[src/rtl/list_execute_sm.sv]
// Gate control list executor: on each CycleStart, walks the GCL from entry 0 and
// drives each entry's gate states for its TimeInterval; the last entry holds until the next cycle.
module list_execute_sm #(
  parameter int NUM_QUEUES    = 8,
  parameter int ADDR_W        = 4,
  parameter int TI_WIDTH      = 32,
  parameter int CLK_PERIOD_NS = 8
) (
  input  logic                  clk,
  input  logic                  rst,
  input  logic                  gate_enable,
  input  logic                  CycleStart,
  input  logic [ADDR_W:0]       oper_list_len,
  output logic [ADDR_W-1:0]     list_addr,
  input  logic [NUM_QUEUES-1:0] list_gate_states,
  input  logic [TI_WIDTH-1:0]   list_time_interval,
  output logic [NUM_QUEUES-1:0] oper_gate_states,
  output logic [ADDR_W:0]       list_pointer,
  output logic                  cycle_done,
  output logic                  cycle_overrun
);

  localparam int SHIFT = $clog2(CLK_PERIOD_NS);
  localparam logic [ADDR_W:0] MAX_LEN = {1'b1, {ADDR_W{1'b0}}};

  typedef enum logic [2:0] {
    S_IDLE,
    S_FETCH,
    S_APPLY,
    S_DELAY,
    S_END
  } state_t;

  state_t              state;
  logic [ADDR_W:0]     len_q;
  logic [TI_WIDTH-1:0] cnt;
  logic [TI_WIDTH:0]   ti_ceil;
  logic [TI_WIDTH-1:0] cnt_load;
  logic [ADDR_W:0]     len_clamped;
  logic                list_busy;

  assign list_addr = list_pointer[ADDR_W-1:0];

  // FETCH and APPLY of the next entry overlap the current hold, so the delay
  // counter is loaded three cycles short of the full interval (never below zero).
  assign ti_ceil  = ({1'b0, list_time_interval} + (TI_WIDTH+1)'(CLK_PERIOD_NS - 1)) >> SHIFT;
  assign cnt_load = (ti_ceil > (TI_WIDTH+1)'(3)) ? TI_WIDTH'(ti_ceil - (TI_WIDTH+1)'(3)) : '0;

  assign len_clamped = (oper_list_len > MAX_LEN) ? MAX_LEN : oper_list_len;
  assign list_busy   = (state == S_FETCH) || (state == S_APPLY) || (state == S_DELAY);

  always_ff @(posedge clk) begin
    if (rst) begin
      state            <= S_IDLE;
      oper_gate_states <= '1;
      list_pointer     <= '0;
      cycle_done       <= 1'b0;
      cycle_overrun    <= 1'b0;
      cnt              <= '0;
      len_q            <= '0;
    end else if (!gate_enable) begin
      state            <= S_IDLE;
      oper_gate_states <= '1;
      list_pointer     <= '0;
      cycle_done       <= 1'b0;
      cycle_overrun    <= 1'b0;
      cnt              <= '0;
    end else if (CycleStart) begin
      state         <= S_FETCH;
      list_pointer  <= '0;
      len_q         <= len_clamped;
      cycle_done    <= 1'b0;
      cycle_overrun <= list_busy;
    end else begin
      cycle_done    <= 1'b0;
      cycle_overrun <= 1'b0;
      case (state)
        S_IDLE: begin
          oper_gate_states <= '1;
        end
        S_FETCH: begin
          if (len_q == '0) state <= S_END;
          else             state <= S_APPLY;
        end
        S_APPLY: begin
          oper_gate_states <= list_gate_states;
          list_pointer     <= list_pointer + 1'b1;
          cnt              <= cnt_load;
          state            <= S_DELAY;
        end
        S_DELAY: begin
          if (cnt == '0) begin
            if (list_pointer < len_q) begin
              state <= S_FETCH;
            end else begin
              state      <= S_END;
              cycle_done <= 1'b1;
            end
          end else begin
            cnt <= cnt - 1'b1;
          end
        end
        S_END: begin
          state <= S_END;
        end
        default: begin
          state <= S_IDLE;
        end
      endcase
    end
  end

endmodule

[config.mk]
export PLATFORM = sky130hd
export DESIGN_NAME = list_execute_sm
export DESIGN_NICKNAME = d
export VERILOG_FILES = /design/src/rtl/list_execute_sm.sv
export SDC_FILE = /design/constraint.sdc
export NUM_CORES = 1
export LEC_CHECK = 0
export ABC_AREA = 1
export CAP_MARGIN = 15
export CORE_MARGIN = 8
export CORE_UTILIZATION = 45
export CTS_BUF_LIST = sky130_fd_sc_hd__clkbuf_2
export CTS_CLUSTER_SIZE = 16
export DETAILED_ROUTE_END_ITERATION = 7
export PLACE_DENSITY = 0.67
export SYNTH_ARGS = -nofsm -noshare
export SYNTH_HDL_FRONTEND = slang
export SYNTH_SLANG_ARGS = --single-unit
export TNS_END_PERCENT = 1
[constraint.sdc]
create_clock -name clk -period 3.2 [get_ports clk]
set_input_delay 0.8 -clock clk [delete_from_list [all_inputs] [get_ports clk]]
set_output_delay 0.8 -clock clk [all_outputs]
set_load 0.005 [all_outputs]
==> results.md, run 1 <==
* Crit path time final at 2820 ps
* DRT Pass-1 Iters at 8
* Critical path buffers and inverters at 1
* Port bufs at 67
* Outcome: finished, final reports clean
* Hold_ws at 497 ps
* Clock latency at the later pin of the worst-skew pair at 480 ps
* Post-CTS Resized at 0
* # hold bufs at CTS at 0
* Synth cell count leaders: nand2_1, nor2_1, inv_1
* Clock-pin slew on the worst setup and hold paths at around 290 ps
* Die Span Y at about 120 um
* Final Hold Fails at 0
* Fillers at ~1,200
* R2R depth at 12
* Final Cycle Share at 88.2%
* Sequential cell area at 1100 um^2
* P&R area growth vs syn at 27.6%
* Root Driver: clkbuf_2
* Crit path max-delay family: simple AND/OR/NAND/NOR gates
* CP cell instances: clkdlybuf4s50_1 -> nand2_1 -> nor2_1 -> nand2_1 -> nor2_2 -> nand2_1 -> nand2_1 -> nand2_1 -> nor2_2 -> nand3_2 -> nor2_1 -> nand3_1 -> nand2_1 -> nand2_1 -> a21oi_1
* Fmax at 0.354 GHz
* XOR/XNOR share of the synthesized area at 3.97%
* Post-Syn Area at 5300 um^2
* Seq/Total Area, Yosys at between 20% and 30%
* Number of global-route vias before repair at 5,735
* Htree depth at 2
* Fraction of layout cells with a size suffix above 1 at between 10% and 20%
* Post-CTS Setup Inserts at 0
* CTS Buf Count at 5
* Yosys top cell by area: dfxtp_1
* Compound-gate portion of the synthesized area at 14.8%
* Pwr dens at 214 nW/um^2
* Initial antenna violation count at 1
* Largest family of logic cells by synthesized area: simple AND/OR/NAND/NOR gates
* Synth warn at 0
* Global-route wire length before repair at 25,800 um
* Die Span X at ~120 um
* Post-synth top area share at 20.8%
* Worst EP required at between 3000 and 4000 ps
* Top FF cell, synth: dfxtp_1
* DRT iter0 DRCs at 347
* WS Path Type: primary input to register
* Drt total wl at roughly 15,000 um
* Clock Skew at around 25 ps
* Gr usage total at a little under a fifth
* Multi-input gate area at 3660 um^2
* Yosys reg bits at 55
* Multiplexer share of the synthesized area at 0%
* Setup TNS at 0 ps
* Post-DR wirelength/cell at 12.2 um
* Most frequent CP cell: nand2_1
* Synth cell types at 39
* Async SR Flop Fraction at 0%
* Mean Syn Cell Area at 5.71 um^2
* Simple-gate portion of the synthesized area at between 40% and 50%
* Hold Path Depth at 2
* Critical Path Fanout Max at 4
* Leading post-synthesis cells by cell area: dfxtp_1, nand2_1, nor2_1
* Die area at about 16,000 um^2
* Post-synth EDFFs at 0
* Pin count of the biggest net entering global routing at 31
* Max incr delay on CP at 520 ps
* CP startpoint kind: primary input
* CTS max path bufs at 2
* RSZ-0062 raised after global routing: false
* Cells after Synth at 929
* Max IR drop VDD at 206 uV
* Starting Density at between 40% and 50%
* Worst setup EP type: register
* Area of the core at 11,500 um^2
* Post-Synth Adder-Cell Area at ~1.7%
* CTS tree: built
* Slowest CP cell: clkdlybuf4s50_1
* Tightest Pin Transition at 605 ps
* Gpl congestion at 0.893
* Pleak at 0.00329 uW
* Worst EP arrival at 3270 ps
* Setup Viol. Count Final at 0
* Hold Path Class: register to register
* I/O pin total at 68
* Nets at between 1,000 and 1,500
* Synthesized Nets at slightly below 1,000
* DR vias at between 5,000 and 6,000
* Avg Vias per Cell at 4.93
* Hpwl dp at 12,200 um
* FP Rows at 39
* Grt ovf at 0
* Max cap viols at 0
* Fin. max-slew vios at 0
* Cell with the most instances after synthesis: nand2_1
* Rel. slew slack at about three fifths
* WP depth at 15
* Clock sinks at 55
* Post-DRT Antenna Nets at 0
* DRC errors left at 0
==> cell families after synthesis <==
family                   Yosys count
buffers and inverters            135
AO/OA/AOI/OAI                    142
flip-flops                        55
adder cells (fa/ha/maj)            7
AND/OR/NAND/NOR                  566
XOR/XNOR                          24
==> registers in the layout (all words and copies together) (netlist names) <==
| signal | cells |
|---|---|
| state | 3 |
| cnt | 32 |
| cycle_overrun | 1 |
| oper_gate_states | 8 |
| list_pointer | 5 |
| len_q | 5 |
| cycle_done | 1 |
==> cells in the final DEF (no fill, tap or decap), types with 31 or more instances in the layout <==
master,n
nand2_1,242
nor2_1,162
inv_1,109
buf_4,79
clkdlybuf4s50_1,67
o21ai_0,62
dfxtp_1,55
a21oi_1,50
nand3_1,47
nand2_2,31
==> where the power goes <==
group	switching, uW	internal, uW	total [uW]
Combinational	200	183	383
Clock	232	132	365
Sequential	4.04	693	697
==> layout make-up <==
cell class              instances  area share (%)
well taps                     143            2.64
repair buffers                149            19.6
flip-flops and latches         55            16.3
diodes                          1          0.0370
multi-input cells             739            54.1
inverters                     115            6.38
clock inverters                 3           0.629
clock buffers                   5           0.370
==> worst min-delay path: stages (launching register included) <==
cell and delay (ps):
dfxtp_1 380, nand2_1 60, a21oi_1 60
==> layer usage <==
metal  global-route usage [%]  routed length [um]
met3                     2.38                 661
met1                     22.9                6720
met2                     33.8                6960
met4                     6.95                 392
met5                        0                   0
==> final timing paths <==
| path | slack [ps] | startpoint | endpoint |
|---|---|---|---|
| min | 500 | len_q[2]$_SDFFE_PP0P_ | len_q[2]$_SDFFE_PP0P_ |
| max | 380 | list_time_interval[8] | cnt[28]$_SDFFE_PP0P_ |
| min reg2reg | 500 | len_q[2]$_SDFFE_PP0P_ | len_q[2]$_SDFFE_PP0P_ |
| max reg2reg | 500 | cnt[0]$_SDFFE_PP0P_ | cnt[24]$_SDFFE_PP0P_ |
==> through the flow <==
stage	setup slack [ps]	total power, uW	cell area [um^2]	util [%]	cells
3_3_place_gp	-112	1090	6700	58.4	1201
4_1_cts	393	1460	6760	59.0	1209
3_5_place_dp	-151	1090	6700	58.4	1201
2_1_floorplan	526	900	5300	-	929
6_report	378	1440	6770	59.0	1210
5_1_grt	121	1530	6770	59.0	1210
Power figures use the tool's default switching activity.
==> run 2, diff against run 1 <==
Settings changed: CORE_UTILIZATION 45 to 58, PLACE_DENSITY 0.67 to 0.83.
==> run 2 against run 1 <==
Setup slack got worse by 4.6 ps. Utilization increased by 12 points. Clock skew decreased by 4.2 ps. Critical path depth increased by 2.
==> results.md, run 2 (synthesis results as in run 1) <==
* Drt total wl at 13,800 um (was 14,700 um)
* Hpwl dp at 11,400 um (was 12,200 um)
* Most common cell after layout, fill and taps aside: nand2_1 (unchanged)
* WP depth at 17 (was 15)
* Avg Vias per Cell at 5.18 (was 4.93)
* Net switching power at 423 uW (was 437 uW)
* R2R depth at 11 (was 12)
* Hold Path Depth at 2 (unchanged)
* Most frequent CP cell: nand2_1 (unchanged)
* Fraction of layout cells with a size suffix above 1 at 14.4% (was 16.7%)
* Largest Register: cnt (unchanged)
* I/O pin total at 68 (unchanged)
* Dpl ws at -124 ps (was -151 ps)
* Most frequent cells in the layout: nand2_1, nor2_1, inv_1, clkdlybuf4s50_1, o21ai_0 (was nand2_1, nor2_1, inv_1, buf_4, clkdlybuf4s50_1)
* Worst EP required at 3610 ps (was 3650 ps)
* Max incr delay on CP at 530 ps (was 520 ps)
* Htree depth at 2 (unchanged)
* Antenna Cells at 0 (was 1)
* Slowest CP cell: clkdlybuf4s50_1 (unchanged)
* Clock sinks at 55 (unchanged)
* Fillers at 844 (was 1,180)
* Top Registers: cnt x32, oper_gate_states x8 (unchanged)
* Final Hold Fails at 0 (unchanged)
* Outcome: finished, final reports clean (unchanged)
* Clock latency at the later pin of the worst-skew pair at 450 ps (was 480 ps)
* Area of the core at 9060 um^2 (was 11,500 um^2)
* Die Span X at 112 um (was 125 um)
* CTS max path bufs at 2 (unchanged)
* Part of the power in registers at 52.5% (was 48.2%)
* Worst setup EP type: register (unchanged)
* Number of global-route vias before repair at 5,666 (was 5,735)
* Crit path max-delay family: simple AND/OR/NAND/NOR gates (unchanged)
* Max IR drop VDD at 152 uV (was 206 uV)
* Post-Layout Cell Count at 1,148 (was 1,210)
* Post-DR wirelength/cell at 12.1 um (was 12.2 um)
* Hold Path Class: register to register (unchanged)
* Setup Viol. Count Final at 0 (unchanged)
* Crit path time final at 2830 ps (was 2820 ps)
* Switching Share at 31.9% (was 30.2%)
* Post-layout instance area at 6460 um^2 (was 6770 um^2)
* Pleak at 0.00313 uW (was 0.00329 uW)
* Max cap viols at 0 (unchanged)
* Fin. max-slew vios at 0 (unchanged)
* Port bufs at 67 (unchanged)
* Fmax at 0.354 GHz (about the same)
* Post-CTS Setup Inserts at 0 (unchanged)
* WS Path Type: primary input to register (unchanged)
* CTS Buf Count at 5 (unchanged)
* Clock Skew at 21.1 ps (was 25.3 ps)
* CP cell instances: clkdlybuf4s50_1 -> nand2_1 -> nor2_1 -> nand2_1 -> nor2_1 -> nand2_1 -> nand2_1 -> nand2_1 -> nand2_1 -> nor2_2 -> nand2_1 -> nor2_2 -> nand2_2 -> nand2_4 -> nor2_8 -> nand2_1 -> a21oi_1 (was clkdlybuf4s50_1 -> nand2_1 -> nor2_1 -> nand2_1 -> nor2_2 -> nand2_1 -> nand2_1 -> nand2_1 -> nor2_2 -> nand3_2 -> nor2_1 -> nand3_1 -> nand2_1 -> nand2_1 -> a21oi_1)
* # hold bufs at CTS at 0 (unchanged)
* Combinational share of power at 26.5% (about the same)
* Setup ws final at 373 ps (was 378 ps)
* Placed insts at 1,140 (was 1,201)
* Core Util, Final at 71.2% (was 59.0%)
* Pwr dens at 205 nW/um^2 (was 214 nW/um^2)
* Clock-pin slew on the worst setup and hold paths at 280 ps (was 290 ps)
* Gpl congestion at 0.955 (was 0.893)
* Starting Density at 58.5% (was 46.2%)
* Max reg flops at 32 (unchanged)
* P&R area growth vs syn at 21.8% (was 27.6%)
* Rel. slew slack at 30.3% (was 59.3%)
* DR vias at 5,942 (was 5,970)
* RSZ-0062 raised after global routing: false (unchanged)
* Critical Path Fanout Max at 19 (was 4)
* P_int at 902 uW (was 1010 uW)
* Post-CTS Resized at 0 (unchanged)
* DRT Pass-1 Iters at 5 (was 8)
* Die area at 12,500 um^2 (was 15,500 um^2)
* Nets at 1,092 (was 1,121)
* Post-DRT Antenna Nets at 0 (unchanged)
* CTS tree: built (unchanged)
* Die Span Y at 112 um (was 125 um)
* CP startpoint kind: primary input (unchanged)
* Worst EP arrival at 3230 ps (was 3270 ps)
* Initial antenna violation count at 0 (was 1)
* Root Driver: clkbuf_2 (unchanged)
* Grt ovf at 0 (unchanged)
* Clock network power share at 21.0% (was 25.2%)
* DRC errors left at 0 (unchanged)
* FP Rows at 35 (was 39)
* Final Cycle Share at 88.3% (was 88.2%)
* DRT iter0 DRCs at 343 (was 347)
* Tightest Pin Transition at 1040 ps (was 605 ps)
* Critical path buffers and inverters at 1 (unchanged)
* Pin count of the biggest net entering global routing at 43 (was 31)
* Reg-to-reg slack, setup at 470 ps (was 500 ps)
* Global-route wire length before repair at 24,600 um (was 25,800 um)
* Gr usage total at 22.7% (was 19.1%)
* Cell Area, Placed at 6410 um^2 (was 6700 um^2)
## run 2: cell count changes in the layout (fill, tap and decap cells not counted)
cell / delta
bufinv_16: -1
clkinv_4: +1
buf_4: -27
clkinvlp_4: +1
inv_6: -1
diode_2: -1
buf_12: -2
## run 2: area by class of cell
| type | count | area, um^2 | area share (%) |
|---|---|---|---|
| clock inverters | 3 | 20.0 | 0.310 |
| repair buffers | 120 | 1080 | 16.7 |
| flip-flops and latches | 55 | 1100 | 17.0 |
| well taps | 111 | 139 | 2.15 |
| clock buffers | 5 | 25.0 | 0.387 |
| inverters | 115 | 432 | 6.68 |
| multi-input cells | 739 | 3660 | 56.7 |
## run 2: tightest hold or removal path, stage by stage, from the launching register on
cell and delay (ps):
dfxtp_1 380, nand2_1 60, a21oi_1 60
## run 2: metrics by stage
stage          setup TNS, ps  power [uW]  hold slack [ps]
6_report                   0        1320              503
3_3_place_gp           -2290        1050              460
4_1_cts                    0        1340              504
5_1_grt                    0        1400              536
2_1_floorplan              0         900              439
3_5_place_dp           -1860        1060              471
## run 2: path summary, 6_finish.rpt
path	from	to
worst min-delay path	len_q[2]$_SDFFE_PP0P_	len_q[2]$_SDFFE_PP0P_
worst max register to register	cnt[0]$_SDFFE_PP0P_	cnt[15]$_SDFFE_PP0P_
worst min register to register	len_q[2]$_SDFFE_PP0P_	len_q[2]$_SDFFE_PP0P_
worst max-delay path	list_time_interval[16]	cnt[0]$_SDFFE_PP0P_
## run 2: metal layers
| layer | GRT usage [%] | routed length [um] | share of wire (%) | vias to the layer above |
|---|---|---|---|---|
| li1 | - | - | - | 3178 |
| met1 | 26.7 | 6090 | 44 | 2563 |
| met2 | 40.2 | 6610 | 48 | 175 |
| met3 | 2.87 | 683 | 4.9 | 26 |
| met4 | 10.5 | 464 | 3.4 | 0 |
| met5 | 0 | 0 | 0 | - |
## run 2: power by group through the flow
stage	Clock [uW]	Sequential [uW]	Combinational, uW
finish	278	696	351
global route	311	698	392
global placement	0	708	346
CTS	289	696	350
floorplan	0	707	193
detailed placement	0	708	349
